### src/rtl/dfi_phy_pkg.sv
// Shared DFI/PHY definitions: command bit positions, NOP/reset command and latency limits.
package dfi_phy_pkg;

    localparam int unsigned CmdCsN  = 0;
    localparam int unsigned CmdRasN = 1;
    localparam int unsigned CmdCasN = 2;
    localparam int unsigned CmdWeN  = 3;
    localparam logic [3:0]  CmdNop  = 4'b1111;

    localparam int unsigned RdLatMin       = 1;
    localparam int unsigned RdLatMaxMargin = 0;
    localparam int unsigned WrLatMin       = 2;
    localparam int unsigned WrLatMaxMargin = 1;
    localparam int unsigned RstLat         = 2;

    function automatic int unsigned clamp_lat(int unsigned val, int unsigned lo, int unsigned hi);
        if (val < lo) return lo;
        if (val > hi) return hi;
        return val;
    endfunction

endpackage

### src/rtl/dfi_phase_ctrl_if.sv
// DFI-side and PHY-side signal bundle for dfi_phase_ctrl.
// Carries rd_beats only when DFI_PHASE_CTRL_RDCNT_EN is defined.
interface dfi_phase_ctrl_if #(
    parameter int unsigned NPHASES = 2,
    parameter int unsigned NUM_AD  = 13,
    parameter int unsigned NUM_BA  = 2,
    parameter int unsigned LAT_W   = 4
);
    logic [NPHASES*NUM_AD-1:0] dfi_address;
    logic [NPHASES*NUM_BA-1:0] dfi_bank;
    logic [NPHASES-1:0]        dfi_cs_n, dfi_cke, dfi_ras_n, dfi_cas_n, dfi_we_n;
    logic [NPHASES-1:0]        dfi_wrdata_en, dfi_rddata_en;
    logic [LAT_W-1:0]          rdlat, wrlat;
    logic [NPHASES*NUM_AD-1:0] phy_address;
    logic [NPHASES*NUM_BA-1:0] phy_bank;
    logic [NPHASES-1:0]        phy_cs_n, phy_cke, phy_ras_n, phy_cas_n, phy_we_n;
    logic [NPHASES-1:0]        phy_dq_oe, phy_dqs_oe, dfi_rddata_valid;
    logic                      lat_busy, turnaround_err;
`ifdef DFI_PHASE_CTRL_RDCNT_EN
    logic [15:0]               rd_beats;
`endif

    modport master (
`ifdef DFI_PHASE_CTRL_RDCNT_EN
        input  rd_beats,
`endif
        output dfi_address, dfi_bank, dfi_cs_n, dfi_cke, dfi_ras_n, dfi_cas_n, dfi_we_n,
        output dfi_wrdata_en, dfi_rddata_en, rdlat, wrlat,
        input  phy_address, phy_bank, phy_cs_n, phy_cke, phy_ras_n, phy_cas_n, phy_we_n,
        input  phy_dq_oe, phy_dqs_oe, dfi_rddata_valid, lat_busy, turnaround_err
    );

    modport slave (
`ifdef DFI_PHASE_CTRL_RDCNT_EN
        output rd_beats,
`endif
        input  dfi_address, dfi_bank, dfi_cs_n, dfi_cke, dfi_ras_n, dfi_cas_n, dfi_we_n,
        input  dfi_wrdata_en, dfi_rddata_en, rdlat, wrlat,
        output phy_address, phy_bank, phy_cs_n, phy_cke, phy_ras_n, phy_cas_n, phy_we_n,
        output phy_dq_oe, phy_dqs_oe, dfi_rddata_valid, lat_busy, turnaround_err
    );

endinterface

### src/rtl/dfi_en_delay.sv
// Per-phase enable delay line: stage k (k=1..MAX_LAT) holds the enable from k cycles ago.
module dfi_en_delay #(
    parameter int unsigned NPHASES = 2,
    parameter int unsigned MAX_LAT = 8
) (
    input  logic                       i_clk,
    input  logic                       i_rst_n,
    input  logic [NPHASES-1:0]         i_en,
    output logic [MAX_LAT*NPHASES-1:0] o_stages,
    output logic                       o_nonempty
);

    // Stage 1 sits in the lowest NPHASES bits.
    logic [MAX_LAT*NPHASES-1:0] r_sr;

    always_ff @(posedge i_clk) begin
        if (!i_rst_n) begin
            r_sr <= '0;
        end else begin
            r_sr <= {r_sr[(MAX_LAT-1)*NPHASES-1:0], i_en};
        end
    end

    assign o_stages   = r_sr;
    assign o_nonempty = |r_sr;

endmodule

### src/rtl/dfi_phase_ctrl.sv
// DFI-to-PHY timing controller: registered command path, programmable read-valid and
// DQ/DQS output-enable timing, collision flag. Optional rd_beats via DFI_PHASE_CTRL_RDCNT_EN.
module dfi_phase_ctrl
    import dfi_phy_pkg::*;
#(
    parameter int unsigned NPHASES = 2,
    parameter int unsigned NUM_AD  = 13,
    parameter int unsigned NUM_BA  = 2,
    parameter int unsigned MAX_LAT = 8,
    parameter int unsigned LAT_W   = 4
) (
    input logic             sys_clk,
    input logic             sys_rst_n,
    dfi_phase_ctrl_if.slave bus
);

    logic [MAX_LAT*NPHASES-1:0] w_rd_stages, w_wr_stages;
    logic                       w_rd_nonempty, w_wr_nonempty;
    logic [NPHASES-1:0]         w_rd_taps [0:MAX_LAT];
    logic [NPHASES-1:0]         w_wr_taps [0:MAX_LAT];
    logic [NPHASES-1:0]         w_rd_next, w_dq_next;
    logic                       w_dqs_next, w_busy, w_busy_next;
    logic [LAT_W-1:0]           r_rdlat, r_wrlat;
    logic [NPHASES-1:0]         r_rd_valid, r_dq_oe, r_dqs_oe;
    logic                       r_lat_busy, r_err;

    dfi_en_delay #(.NPHASES(NPHASES), .MAX_LAT(MAX_LAT)) u_rd_line (
        .i_clk      (sys_clk),
        .i_rst_n    (sys_rst_n),
        .i_en       (bus.dfi_rddata_en),
        .o_stages   (w_rd_stages),
        .o_nonempty (w_rd_nonempty)
    );

    dfi_en_delay #(.NPHASES(NPHASES), .MAX_LAT(MAX_LAT)) u_wr_line (
        .i_clk      (sys_clk),
        .i_rst_n    (sys_rst_n),
        .i_en       (bus.dfi_wrdata_en),
        .o_stages   (w_wr_stages),
        .o_nonempty (w_wr_nonempty)
    );

    assign w_rd_taps[0] = bus.dfi_rddata_en;
    assign w_wr_taps[0] = bus.dfi_wrdata_en;
    for (genvar k = 1; k <= MAX_LAT; k++) begin : g_taps
        assign w_rd_taps[k] = w_rd_stages[(k-1)*NPHASES +: NPHASES];
        assign w_wr_taps[k] = w_wr_stages[(k-1)*NPHASES +: NPHASES];
    end

    // Outputs are registered, so select the tap one stage earlier than the visible latency.
    always_comb begin
        w_rd_next  = '0;
        w_dq_next  = '0;
        w_dqs_next = 1'b0;
        for (int k = 0; k <= int'(MAX_LAT); k++) begin
            if (k == int'(r_rdlat) - 1) w_rd_next = w_rd_taps[k];
            if (k == int'(r_wrlat) - 1) w_dq_next = w_wr_taps[k];
            if (k >= int'(r_wrlat) - 2 && k <= int'(r_wrlat)) begin
                w_dqs_next = w_dqs_next | (|w_wr_taps[k]);
            end
        end
    end

    assign w_busy = w_rd_nonempty | w_wr_nonempty | (|bus.dfi_rddata_en) | (|bus.dfi_wrdata_en);
    // Registered lat_busy equals the occupancy of the stages visible in the current cycle.
    assign w_busy_next = (|bus.dfi_rddata_en) | (|w_rd_stages[(MAX_LAT-1)*NPHASES-1:0]) |
                         (|bus.dfi_wrdata_en) | (|w_wr_stages[(MAX_LAT-1)*NPHASES-1:0]);

    always_ff @(posedge sys_clk) begin
        if (!sys_rst_n) begin
            bus.phy_address <= '0;
            bus.phy_bank    <= '0;
            bus.phy_cs_n    <= {NPHASES{CmdNop[CmdCsN]}};
            bus.phy_ras_n   <= {NPHASES{CmdNop[CmdRasN]}};
            bus.phy_cas_n   <= {NPHASES{CmdNop[CmdCasN]}};
            bus.phy_we_n    <= {NPHASES{CmdNop[CmdWeN]}};
            bus.phy_cke     <= '0;
            r_rdlat         <= LAT_W'(RstLat);
            r_wrlat         <= LAT_W'(RstLat);
            r_rd_valid      <= '0;
            r_dq_oe         <= '0;
            r_dqs_oe        <= '0;
            r_lat_busy      <= 1'b0;
            r_err           <= 1'b0;
        end else begin
            bus.phy_address <= bus.dfi_address;
            bus.phy_bank    <= bus.dfi_bank;
            bus.phy_cs_n    <= bus.dfi_cs_n;
            bus.phy_ras_n   <= bus.dfi_ras_n;
            bus.phy_cas_n   <= bus.dfi_cas_n;
            bus.phy_we_n    <= bus.dfi_we_n;
            bus.phy_cke     <= bus.dfi_cke;
            if (!w_busy) begin
                r_rdlat <= LAT_W'(clamp_lat(32'(bus.rdlat), RdLatMin, MAX_LAT - RdLatMaxMargin));
                r_wrlat <= LAT_W'(clamp_lat(32'(bus.wrlat), WrLatMin, MAX_LAT - WrLatMaxMargin));
            end
            r_rd_valid <= w_rd_next;
            r_dq_oe    <= w_dq_next;
            r_dqs_oe   <= {NPHASES{w_dqs_next}};
            r_lat_busy <= w_busy_next;
            r_err      <= r_err | (w_dqs_next & (|w_rd_next));
        end
    end

    assign bus.dfi_rddata_valid = r_rd_valid;
    assign bus.phy_dq_oe        = r_dq_oe;
    assign bus.phy_dqs_oe       = r_dqs_oe;
    assign bus.lat_busy         = r_lat_busy;
    assign bus.turnaround_err   = r_err;

`ifdef DFI_PHASE_CTRL_RDCNT_EN
    logic [15:0] r_rd_beats;
    logic [16:0] w_beats_sum;

    assign w_beats_sum = {1'b0, r_rd_beats} + 17'($countones(w_rd_next));

    always_ff @(posedge sys_clk) begin
        if (!sys_rst_n) begin
            r_rd_beats <= '0;
        end else begin
            r_rd_beats <= w_beats_sum[16] ? 16'hFFFF : w_beats_sum[15:0];
        end
    end

    assign bus.rd_beats = r_rd_beats;
`endif

endmodule
### src/flat_wrapper.sv
// flat-port wrapper written by rule: the top's interface ports become plain ports
module dfi_phase_ctrl_flat import dfi_phy_pkg::*;
#(
    parameter int unsigned NPHASES = 2,
    parameter int unsigned NUM_AD  = 13,
    parameter int unsigned NUM_BA  = 2,
    parameter int unsigned MAX_LAT = 8,
    parameter int unsigned LAT_W   = 4
)
  (sys_clk, sys_rst_n, bus_dfi_address, bus_dfi_bank, bus_dfi_cs_n, bus_dfi_cke, bus_dfi_ras_n, bus_dfi_cas_n, bus_dfi_we_n, bus_dfi_wrdata_en, bus_dfi_rddata_en, bus_rdlat, bus_wrlat, bus_phy_address, bus_phy_bank, bus_phy_cs_n, bus_phy_cke, bus_phy_ras_n, bus_phy_cas_n, bus_phy_we_n, bus_phy_dq_oe, bus_phy_dqs_oe, bus_dfi_rddata_valid, bus_lat_busy, bus_turnaround_err);
  dfi_phase_ctrl_if #(.NPHASES(NPHASES), .NUM_AD(NUM_AD), .NUM_BA(NUM_BA), .LAT_W(LAT_W)) bus_i ();
  input logic sys_clk;
  input logic sys_rst_n;
  input wire logic [$bits(bus_i.dfi_address)-1:0] bus_dfi_address;
  input wire logic [$bits(bus_i.dfi_bank)-1:0] bus_dfi_bank;
  input wire logic [$bits(bus_i.dfi_cs_n)-1:0] bus_dfi_cs_n;
  input wire logic [$bits(bus_i.dfi_cke)-1:0] bus_dfi_cke;
  input wire logic [$bits(bus_i.dfi_ras_n)-1:0] bus_dfi_ras_n;
  input wire logic [$bits(bus_i.dfi_cas_n)-1:0] bus_dfi_cas_n;
  input wire logic [$bits(bus_i.dfi_we_n)-1:0] bus_dfi_we_n;
  input wire logic [$bits(bus_i.dfi_wrdata_en)-1:0] bus_dfi_wrdata_en;
  input wire logic [$bits(bus_i.dfi_rddata_en)-1:0] bus_dfi_rddata_en;
  input wire logic [$bits(bus_i.rdlat)-1:0] bus_rdlat;
  input wire logic [$bits(bus_i.wrlat)-1:0] bus_wrlat;
  output wire logic [$bits(bus_i.phy_address)-1:0] bus_phy_address;
  output wire logic [$bits(bus_i.phy_bank)-1:0] bus_phy_bank;
  output wire logic [$bits(bus_i.phy_cs_n)-1:0] bus_phy_cs_n;
  output wire logic [$bits(bus_i.phy_cke)-1:0] bus_phy_cke;
  output wire logic [$bits(bus_i.phy_ras_n)-1:0] bus_phy_ras_n;
  output wire logic [$bits(bus_i.phy_cas_n)-1:0] bus_phy_cas_n;
  output wire logic [$bits(bus_i.phy_we_n)-1:0] bus_phy_we_n;
  output wire logic [$bits(bus_i.phy_dq_oe)-1:0] bus_phy_dq_oe;
  output wire logic [$bits(bus_i.phy_dqs_oe)-1:0] bus_phy_dqs_oe;
  output wire logic [$bits(bus_i.dfi_rddata_valid)-1:0] bus_dfi_rddata_valid;
  output wire logic [$bits(bus_i.lat_busy)-1:0] bus_lat_busy;
  output wire logic [$bits(bus_i.turnaround_err)-1:0] bus_turnaround_err;
  assign bus_i.dfi_address = bus_dfi_address;
  assign bus_i.dfi_bank = bus_dfi_bank;
  assign bus_i.dfi_cs_n = bus_dfi_cs_n;
  assign bus_i.dfi_cke = bus_dfi_cke;
  assign bus_i.dfi_ras_n = bus_dfi_ras_n;
  assign bus_i.dfi_cas_n = bus_dfi_cas_n;
  assign bus_i.dfi_we_n = bus_dfi_we_n;
  assign bus_i.dfi_wrdata_en = bus_dfi_wrdata_en;
  assign bus_i.dfi_rddata_en = bus_dfi_rddata_en;
  assign bus_i.rdlat = bus_rdlat;
  assign bus_i.wrlat = bus_wrlat;
  assign bus_phy_address = bus_i.phy_address;
  assign bus_phy_bank = bus_i.phy_bank;
  assign bus_phy_cs_n = bus_i.phy_cs_n;
  assign bus_phy_cke = bus_i.phy_cke;
  assign bus_phy_ras_n = bus_i.phy_ras_n;
  assign bus_phy_cas_n = bus_i.phy_cas_n;
  assign bus_phy_we_n = bus_i.phy_we_n;
  assign bus_phy_dq_oe = bus_i.phy_dq_oe;
  assign bus_phy_dqs_oe = bus_i.phy_dqs_oe;
  assign bus_dfi_rddata_valid = bus_i.dfi_rddata_valid;
  assign bus_lat_busy = bus_i.lat_busy;
  assign bus_turnaround_err = bus_i.turnaround_err;
  dfi_phase_ctrl #(.NPHASES(NPHASES), .NUM_AD(NUM_AD), .NUM_BA(NUM_BA), .MAX_LAT(MAX_LAT), .LAT_W(LAT_W)) u_core (.sys_clk(sys_clk), .sys_rst_n(sys_rst_n), .bus(bus_i));
endmodule
### config.mk
export PLATFORM = sky130hd
export DESIGN_NAME = dfi_phase_ctrl_flat
export DESIGN_NICKNAME = d
export VERILOG_FILES = /design/src/rtl/dfi_phy_pkg.sv /design/src/rtl/dfi_phase_ctrl_if.sv /design/src/rtl/dfi_en_delay.sv /design/src/rtl/dfi_phase_ctrl.sv /design/src/flat_wrapper.sv
export SDC_FILE = /design/constraint.sdc
export NUM_CORES = 1
export LEC_CHECK = 0
export CAP_MARGIN = 40
export CELL_PAD_IN_SITES_DETAIL_PLACEMENT = 0
export CELL_PAD_IN_SITES_GLOBAL_PLACEMENT = 1
export CORE_MARGIN = 2
export CORE_UTILIZATION = 38
export CTS_CLUSTER_SIZE = 8
export DETAILED_ROUTE_END_ITERATION = 6
export HOLD_SLACK_MARGIN = 0.1
export MAX_ROUTING_LAYER = met4
export PLACE_DENSITY = 0.83
export SYNTH_ARGS = -nofsm -noshare
export SYNTH_HDL_FRONTEND = slang
export SYNTH_SLANG_ARGS = --single-unit
### constraint.sdc
create_clock -name sys_clk -period 4.1 [get_ports sys_clk]
set_clock_uncertainty 0.05 [all_clocks]
set_input_delay 0.41 -clock sys_clk [delete_from_list [all_inputs] [get_ports sys_clk]]
set_output_delay 0.41 -clock sys_clk [all_outputs]
set_load 0.01 [all_outputs]
## Yosys cells after proc, flatten, opt, wreduce, memory -nomap -nowiden

Index checks and enable logic that the tools add are counted.

- Word-level logic and storage cells: 146
- Register bits: 87
- Bits of input ports: 54

- Muxes and demuxes: 49
- Eq/ne operators: 16
- $lt $le $gt $ge: 21
- Reduce and logical (&&, ||, !) cells: 25
- $add $sub $neg: 3
- Bitwise gates (word level): 16

Operators by type and width:

| cell | number |
|---|---|
| 4-bit by 32-bit equality test with 1-bit output (first input constant) | 8 |
| 3-bit by 32-bit equality test with 1-bit output (first input constant) | 4 |
| 4-bit by 32-bit >= comparator with 1-bit output (first input constant) | 4 |
| 2-bit by 32-bit equality test with 1-bit output (first input constant) | 2 |
| 5-bit by 32-bit equality test with 1-bit output (first input constant) | 2 |
| 3-bit by 32-bit >= comparator with 1-bit output (first input constant) | 2 |
| 32-bit zero test | 2 |
| 2-bit 2-to-1 mux | 19 |
| 1-bit by 32-bit >= comparator with 1-bit output (first input constant) | 1 |
| 2-bit by 32-bit >= comparator with 1-bit output (first input constant) | 1 |
| 5-bit by 32-bit >= comparator with 1-bit output (first input constant) | 1 |
| 16-bit OR reduction | 2 |
| 14-bit OR reduction | 2 |
| 1-bit 2-to-1 mux | 24 |
| 2-bit OR reduction | 11 |
| 4-bit 2-to-1 mux | 5 |
| 3-bit by 4-bit less-or-equal comparator with 1-bit output (first input constant) | 4 |
| 1-bit bitwise OR | 15 |
| 4-bit by 1-bit subtractor with 5-bit output (second input constant) | 2 |
| 2-bit by 4-bit less-or-equal comparator with 1-bit output (first input constant) | 2 |
| 1-bit logical AND | 8 |
| 4-bit by 2-bit subtractor with 5-bit output (second input constant) | 1 |
| 4-bit by 3-bit > comparator with 1-bit output (second input constant) | 1 |
| 4-bit > comparator (second input constant) | 1 |
| 6 further kinds | 6 |

## Depth between registers and ports, before layout

- Depth in word-level cells: 21
- Depth in mapped cells: 8

## By module

A second synthesis with hierarchy kept.

- Cells, all modules: 343
- Area, all modules: 3435.8 um^2

Modules (own cells, without submodules):

| module | instances | area each (um^2) | cells an instance | sequential area each (um^2) |
|---|---|---|---|---|
| dfi_phase_ctrl | 1 | 2514.9 | 267 | 1101.1 |
| dfi_en_delay | 2 | 460.4 | 38 | 320.3 |

## Least setup slack after synthesis

Ideal clock, no wire load.

- Path type: reg2reg
- Start point: reg u_core.r_wrlat[1]
- End point: reg u_core.r_err (netlist: u_core.bus.turnaround_err)
- Cell stages (with the launch flop): 8
- Arrival: 2.211 ns
- Setup slack: 1.719 ns
- Library setup time: 0.120 ns
- Clock period less this slack: 2.381 ns
- Cells stage by stage: dfxtp_1 -> buf_2 -> inv_1 -> ha_1 -> a2111oi_0 -> o31ai_1 -> a2111o_1 -> o31a_1

- Longest elaborated chain between the ends: 21
- Elaborated cells on any way between the ends: 45
- Those cells by class: add/sub (1); order compare (17); mux (9); bitwise (10); reduce/logical (8)

Ends and longest elaborated chain:

| item | line | source |
|---|---|---|
| start, declared | dfi_phase_ctrl.sv:23 | `logic [LAT_W-1:0] r_rdlat, r_wrlat;` |
| start signal, assigned | dfi_phase_ctrl.sv:79 | `r_wrlat <= LAT_W'(RstLat);` |
| start signal, assigned | dfi_phase_ctrl.sv:95 | `r_wrlat <= LAT_W'(clamp_lat(32'(bus.wrlat), WrLatMin, MAX_LAT - WrLatMaxMargin));` |
| 4-bit by 2-bit subtractor with 5-bit output | dfi_phase_ctrl.sv:58 | `if (k >= int'(r_wrlat) - 2 && k <= int'(r_wrlat)) begin` |
| 1-bit by 32-bit >= comparator with 1-bit output | dfi_phase_ctrl.sv:58 |  |
| 1-bit 2-to-1 mux | dfi_phase_ctrl.sv:58 |  |
| 1-bit bitwise OR | dfi_phase_ctrl.sv:59 | `w_dqs_next = w_dqs_next \| (\|w_wr_taps[k]);` |
| 1-bit 2-to-1 mux | dfi_phase_ctrl.sv:58 |  |
| 1-bit bitwise OR | dfi_phase_ctrl.sv:59 |  |
| 1-bit 2-to-1 mux | dfi_phase_ctrl.sv:58 |  |
| 1-bit bitwise OR | dfi_phase_ctrl.sv:59 |  |
| [5 not listed] | - |  |
| 1-bit bitwise OR | dfi_phase_ctrl.sv:59 |  |
| 1-bit 2-to-1 mux | dfi_phase_ctrl.sv:58 |  |
| 1-bit bitwise OR | dfi_phase_ctrl.sv:59 |  |
| 1-bit 2-to-1 mux | dfi_phase_ctrl.sv:58 |  |
| 1-bit bitwise OR | dfi_phase_ctrl.sv:59 |  |
| 1-bit 2-to-1 mux * | dfi_phase_ctrl.sv:58 |  |
| 1-bit AND * | dfi_phase_ctrl.sv:101 | `r_err <= r_err \| (w_dqs_next & (\|w_rd_next));` |
| 1-bit bitwise OR * | dfi_phase_ctrl.sv:101 |  |
| end signal, assigned | dfi_phase_ctrl.sv:101 |  |
| end, declared | dfi_phase_ctrl.sv:25 | `logic r_lat_busy, r_err;` |

Every way passes the cells marked *; elsewhere a longest branch is shown, timed or not.
A chain may end at the register's enable or synchronous reset.

## Worst setup path in the final report

- Start point: reg u_core.r_wrlat[2]
- End point: reg u_core.r_err (netlist: u_core.bus.turnaround_err)

Same word-level chain as after synthesis.

==> results by group <==
Final layout
  • Nets@finish: 499
  • Fin util: 54.2%
  • Area delta synth->final: 38.7%
  • Diodes inserted: 0
  • Commonest non-fill, non-tap cell in the layout: clkdlybuf4s50_1
  • Commonest cells after routing, fill and taps aside: clkdlybuf4s50_1 (100), dfxtp_1 (87), and2_1 (65)
  • Layout cells sized above 1: 6.77%

Die
  • Rows: 34
  • I/O pins: 102
  • Die height: 98.5 µm
  • Core Region: 8680 µm²
  • Die ar.: 9710 µm²
  • Initial Util: 39.1%
  • Die width: 98.5 µm

Critical path
  • Critical R2R Launch: u_core.r_wrlat[2]
  • Worst EP required: 4.30 ns
  • R2r endpoint: u_core.bus.turnaround_err
  • Crit path kind: reg -> reg
  • Crit path to: u_core.bus.turnaround_err
  • R2r setup slk: 1.32 ns
  • Startpoint types: register
  • Critical Path End Type: register
  • Reg2Reg Depth: 7
  • Crit path from: u_core.r_wrlat[2]
  • Crit-path max FO: 21
  • Crit path DAT: 2.98 ns

Yosys
  • Ys flop type: dfxtp_1
  • Seq cells post-synth: 87
  • Synth unique cells: 53
  • Avg Cell Area, Syn: 9.93 µm²
  • Post-synth EDFFs: 0
  • Post-synthesis net count: 403
  • Cells after synthesis: 342
  • Yosys warns: 0
  • Fraction of registers with async set/reset: 0%
  • Part of the Yosys area used for sequential elements: 51.3%
  • Post-Syn Area: 3390 µm²

Detailed routing
  • Via Count: 2786
  • Drt pass-1 iters: 4
  • Via/cell ratio: 5.06
  • Drt wl/cell: 15.2 µm
  • First DRT Iteration DRCs: 103
  • Remaining antenna violation count: 0
  • Residual DRC: 0
  • WL final: 8380 µm

Global routing
  • GR Overflow Total: 0
  • Vias in the first global route: 2802
  • Global-route wire length before repair: 13800 µm
  • Initial antenna violation count: 0
  • Largest net degree at the start of global routing: 77
  • Total Routing Usage GR: 18.2%

Hold path
  • Min-Delay Path Class: reg -> reg
  • Hold path startpoint: u_core.u_wr_line.o_stages[6]

Flow run
  • MaxCap Viol Count: 0

Timing
  • RSZ-0062 raised after global routing: false
  • F_max: 0.360 GHz
  • Headroom to the max-slew limit: 46.9%
  • Period Utilization, post-route: 67.8%
  • Final hold violation count: 0
  • Setup tns final: 0 ns
  • Worst-Margin Slew: 0.796 ns
  • Final Max Slew Viols: 0
  • Fin crit period: 2.78 ns
  • Setup Viol. Count Final: 0

Clock tree
  • CTS H-tree lvls: 3
  • Clock Sinks: 87
  • TritonCTS clock tree: built
  • Clk slew on worst S/H paths: 0.09 ns
  • Clock tree buffer depth: 2
  • Post_cts resized: 0
  • Post-CTS Hold Buffers: 0
  • Root Buffer: clkbuf_8
  • CTS Buf Count: 9
  • Skew-Pair Late Insertion Delay: 0.36 ns
  • Total setup buffers inserted after CTS: 0

Placement
  • DP HPWL: 5960 µm
  • RePlAce Congestion: 0.947
  • Port Buf Inserts: 101

Power and ir drop
  • VDD IR-drop max: 0.207 mV
  • Leak Pwr: 1.78 nW
  • PD cells: 385 nW/µm²
  • Total power draw: 1.81 mW

Status
  • Status: finished, final reports clean
[logic make-up (layout without fill, tap and decap cells)]
group / Yosys count / in the layout / synth area share (%)
multiplexers: 12 / 12 / 4.16
AO/OA/AOI/OAI: 60 / 60 / 12.7
adder cells (fa/ha/maj): 7 / 7 / 2.58
flip-flops: 87 / 87 / 51.3
buffers and inverters: 29 / 130 / 4.05
XOR/XNOR: 1 / 1 / 0.258
AND/OR/NAND/NOR: 146 / 146 / 24.9
[synth_stat cells (all sizes together), types with 2 or more instances]
library cell / n / area share, %
o31ai: 2 / 0.44
and3: 2 / 0.37
nand3: 2 / 0.29
o22ai: 6 / 1.1
o2111ai: 2 / 0.52
dfxtp: 87 / 51
inv: 11 / 1.2
o21a: 4 / 0.88
o221ai: 3 / 0.77
o21ai: 8 / 1.2
mux2: 4 / 1.4
or4: 2 / 0.44
nand4: 5 / 0.92
nor2b: 6 / 1.1
a21oi: 9 / 1.4
nor4: 9 / 1.7
nor2: 22 / 2.4
nand2b: 12 / 2.3
and2: 65 / 12
nor3: 3 / 0.44
o211ai: 4 / 0.88
a21boi: 2 / 0.44
buf: 9 / 1.8
a21o: 4 / 0.88
a31oi: 3 / 0.55
a211oi: 2 / 0.44
a221oi: 2 / 0.70
nand3b: 4 / 0.88
clkbuf: 9 / 1.0
nor3b: 2 / 0.44
mux2i: 7 / 2.1
ha: 7 / 2.6
nand2: 9 / 1.0
[power by group]
part	internal [mW]	total, mW	switching [mW]
clock network	0.414	0.746	0.331
logic	0.113	0.174	0.0613
registers	0.876	0.892	0.0153
[flip-flops by register name, summed over array words and instances (netlist names), 4 cells and up]
| name | count |
|---|---|
| u_core.u_wr_line.o_stages | 16 |
| u_core.u_rd_line.o_stages | 16 |
| u_core.r_wrlat | 4 |
| u_core.bus.phy_bank | 4 |
| u_core.bus.phy_address | 26 |
| u_core.r_rdlat | 4 |
[critical path: stages, from the launching register on]
cell	delay (ns)
dfxtp_1	0.78
inv_1	0.21
ha_1	0.32
ha_1	0.32
nor2_1	0.19
o31ai_1	0.11
a2111o_1	0.42
o31a_1	0.28
[worst min-delay path by stage]
stage	end	cells after the start	slack (ns)
2_1_floorplan	u_core.u_wr_line.o_stages[8]	2	0.39
3_3_place_gp	u_core.u_rd_line.o_stages[15]	1	0.42
3_5_place_dp	u_core.u_wr_line.o_stages[8]	2	0.42
4_1_cts	u_core.u_wr_line.o_stages[8]	3	0.44
5_1_grt	u_core.u_rd_line.o_stages[15]	1	0.46
6_report	u_core.u_wr_line.o_stages[8]	2	0.43
[stage by stage]
step	area, µm²	hold WS [ns]	std cells	worst slack [ns]
finish	4710	0.435	551	1.32
global placement	4450	0.416	535	1.47
global route	4710	0.455	551	1.16
floorplan	3390	0.389	342	1.72
CTS	4710	0.437	551	1.37
detailed placement	4450	0.419	535	1.38
[metal layers]
metal | track usage, % | share of wire, % | vias to the layer above
met5 | - | 0 | -
met2 | 29.9 | 51 | 99
met3 | 3.83 | 5.1 | 14
li1 | - | - | 1377
met4 | 6.74 | 1.9 | 0
met1 | 22.2 | 42 | 1296
[cell type report]
type	instances	area [µm²]
sequential	87	1740
fill	798	3970
clock buffer	9	124
timing repair buffer	103	1020
inverter	11	41.3
clock inverter	7	129
tap	108	135
multi-input combinational	226	1520
Note: power is estimated with default switching activity, not from simulation.
==> RTL edit (same settings) <==
`NPHASES` is set to 2 in 4 places; all go to 1.
--- a/src/rtl/dfi_phase_ctrl_if.sv
+++ b/src/rtl/dfi_phase_ctrl_if.sv
@@ -2,5 +2,5 @@
 // Carries rd_beats only when DFI_PHASE_CTRL_RDCNT_EN is defined.
 interface dfi_phase_ctrl_if #(
-    parameter int unsigned NPHASES = 2,
+    parameter int unsigned NPHASES = 1,
     parameter int unsigned NUM_AD  = 13,
     parameter int unsigned NUM_BA  = 2,
--- a/src/rtl/dfi_en_delay.sv
+++ b/src/rtl/dfi_en_delay.sv
@@ -1,5 +1,5 @@
 // Per-phase enable delay line: stage k (k=1..MAX_LAT) holds the enable from k cycles ago.
 module dfi_en_delay #(
-    parameter int unsigned NPHASES = 2,
+    parameter int unsigned NPHASES = 1,
     parameter int unsigned MAX_LAT = 8
 ) (
--- a/src/rtl/dfi_phase_ctrl.sv
+++ b/src/rtl/dfi_phase_ctrl.sv
@@ -4,5 +4,5 @@
     import dfi_phy_pkg::*;
 #(
-    parameter int unsigned NPHASES = 2,
+    parameter int unsigned NPHASES = 1,
     parameter int unsigned NUM_AD  = 13,
     parameter int unsigned NUM_BA  = 2,
--- a/src/flat_wrapper.sv
+++ b/src/flat_wrapper.sv
@@ -2,5 +2,5 @@
 module dfi_phase_ctrl_flat import dfi_phy_pkg::*;
 #(
-    parameter int unsigned NPHASES = 2,
+    parameter int unsigned NPHASES = 1,
     parameter int unsigned NUM_AD  = 13,
     parameter int unsigned NUM_BA  = 2,
Ports: changed (19 resized); port bits go from 102 to 57. No check against the original RTL was run, so the function may have changed too.
==> RTL edit against the unedited design <==
  * Sequential cell count decreased by 38
  * Synthesized cell count decreased by 40%
  * Worst setup slack improved by 480 ps
  * Largest cell class unchanged
  * Cell area decreased by 42%
  * Largest power group unchanged
  * Total power decreased by 50%
  * Worst hold slack improved by 9.1 ps
  * Synthesized area decreased by 40%
  * Wire length decreased by 49%
  * Critical path type unchanged
==> RTL edit: results (changes against the unedited design) <==
| Metric | Value |
|---|---|
| Placed instance count | `323 (-40%)` |
| Fill cells | `477 (-40%)` |
| Via density | `4.816 (-4.8%)` |
| Crit Path Max Fanout | `13 (-38%)` |
| Highest clock rate | `0.4350 GHz (+21%)` |
| Clk. pwr | `0.280 mW (-62%)` |
| Hold path depth | `1 (-1)` |
| Bufs w/o clock | `58 (-44%)` |
| Clock power share | `0.309 (-0.103)` |
| Syn Inst Count | `206 (-40%)` |
| Crit path DAT | `2420 ps (-560 ps)` |
| Post-synth top cells | `49 x dfxtp_1, 33 x and2_1, 15 x nor2_1` |
| # clk buffers | `5 (-4)` |
| Inverters excl. clock | `9 (-2)` |
| Actual slew at the worst max-slew pin | `833.7 ps (+38.10 ps)` |
| DR vias | `1594 (-43%)` |
| # nets final | `299 (-40%)` |
| First-pass GRT wire length | `7217 um (-48%)` |
| Sequential power | `0.508 mW (-43%)` |
| Bufs on Longest Clock Path | `2 (unchanged)` |
| Maximum vdd drop | `255.5 uV (+24%)` |
| Fraction of layout cells with a size suffix above 1 | `0.06513 (-0.002586)` |
| Hold Path Origin | `u_core.u_rd_line.o_stages[1]` |
| Sequential cell area share | `0.3606 (-0.009391)` |
| Hold Crit Endpoint | `u_core.u_rd_line.o_stages[2]` |
| Leakage | `1.057 nW (-41%)` |
| H-tree levels | `2 (-1)` |
| Fraction of area in clock buffers and inverters | `0.03312 (-0.02058)` |
| Starting DRT DRC Count | `106 (+2.9%)` |
| Netlist cell types | `43 (-19%)` |
| NetSw | `0.2161 mW (-47%)` |
| #FFs+latches synth | `49 (-44%)` |
| Gpl congestion | `0.8753 (-7.6%)` |
| Post-synthesis sequential area ratio | `0.4854 (-0.02764)` |
| Detailed Place HPWL | `3077 um (-48%)` |
| Fraction of area in multi-input gates | `0.3500 (+0.02814)` |
| Post-synthesis net count | `245 (-39%)` |
| Synth top area cells | `dfxtp_1 49%, and2_1 10%, ha_1 4.3%` |
| Vias in the first global route | `1519 (-46%)` |
| NonClk Buf Share | `0.2116 (-0.005315)` |
| CTS resizes | `0 (unchanged)` |
| Average wire per standard cell | `12.79 um (-16%)` |
| Area grow syn2layout | `34.61%` |
| Area after DPL | `2630 um^2 (-41%)` |
| Slowest stage delay, CP | `600 ps (-180 ps)` |
| Max reg flops | `13 (-50%)` |
| Asr flop ratio synth | `0 (unchanged)` |
| DP Worst Slack | `1621 ps (+245.9 ps)` |
| Worst r2r src | `u_core.r_wrlat[2]` |
| GRT Total Usage | `0.1552 (-0.02721)` |
| Status | `complete, no violations` |
| DIE WIDTH | `76.92 um (-22%)` |
| Flop-to-flop setup slack | `1800 ps (+480 ps)` |
| Worst-Skew Late Latency | `290 ps (-70 ps)` |
| #MultiIn Comb | `137 (-39%)` |
| # port buffers | `56 (-45%)` |
| Hold slack | `443.9 ps (+9.097 ps)` |
| YS warnings | `0 (unchanged)` |
| Pin count of the biggest net entering global routing | `44 (-43%)` |
RTL edit: cells by family (layout without fill, tap and decap cells):
| family | Yosys count | in the layout | synth area share |
|---|---|---|---|
| and+or+nand+nor | 80 | 80 | 0.2180 |
| DFF | 49 | 49 | 0.4854 |
| AOI/OAI and AO/OA | 39 | 39 | 0.1437 |
| buffers and inverters | 20 | 75 | 0.04334 |
| muxes | 10 | 10 | 0.06192 |
| adders and majority gates | 7 | 7 | 0.04334 |
| xor gates and xnor gates | 1 | 1 | 0.004335 |
RTL edit: metal layers:
layer / vias up / GRT usage / wire length (um)
met5: - / - / 0
met4: 0 / 0.04364 / 53
met3: 8 / 0.03412 / 193
met2: 50 / 0.2351 / 1951
met1: 715 / 0.2090 / 2034
li1: 821 / - / -
RTL edit: worst max-delay path, delay by kind of cell, from the launching register on:
family | cells | cell delay (ps)
compound gates | 4 | 750
fa+ha+maj | 2 | 620
flops | 1 | 600
buf+inv | 1 | 150
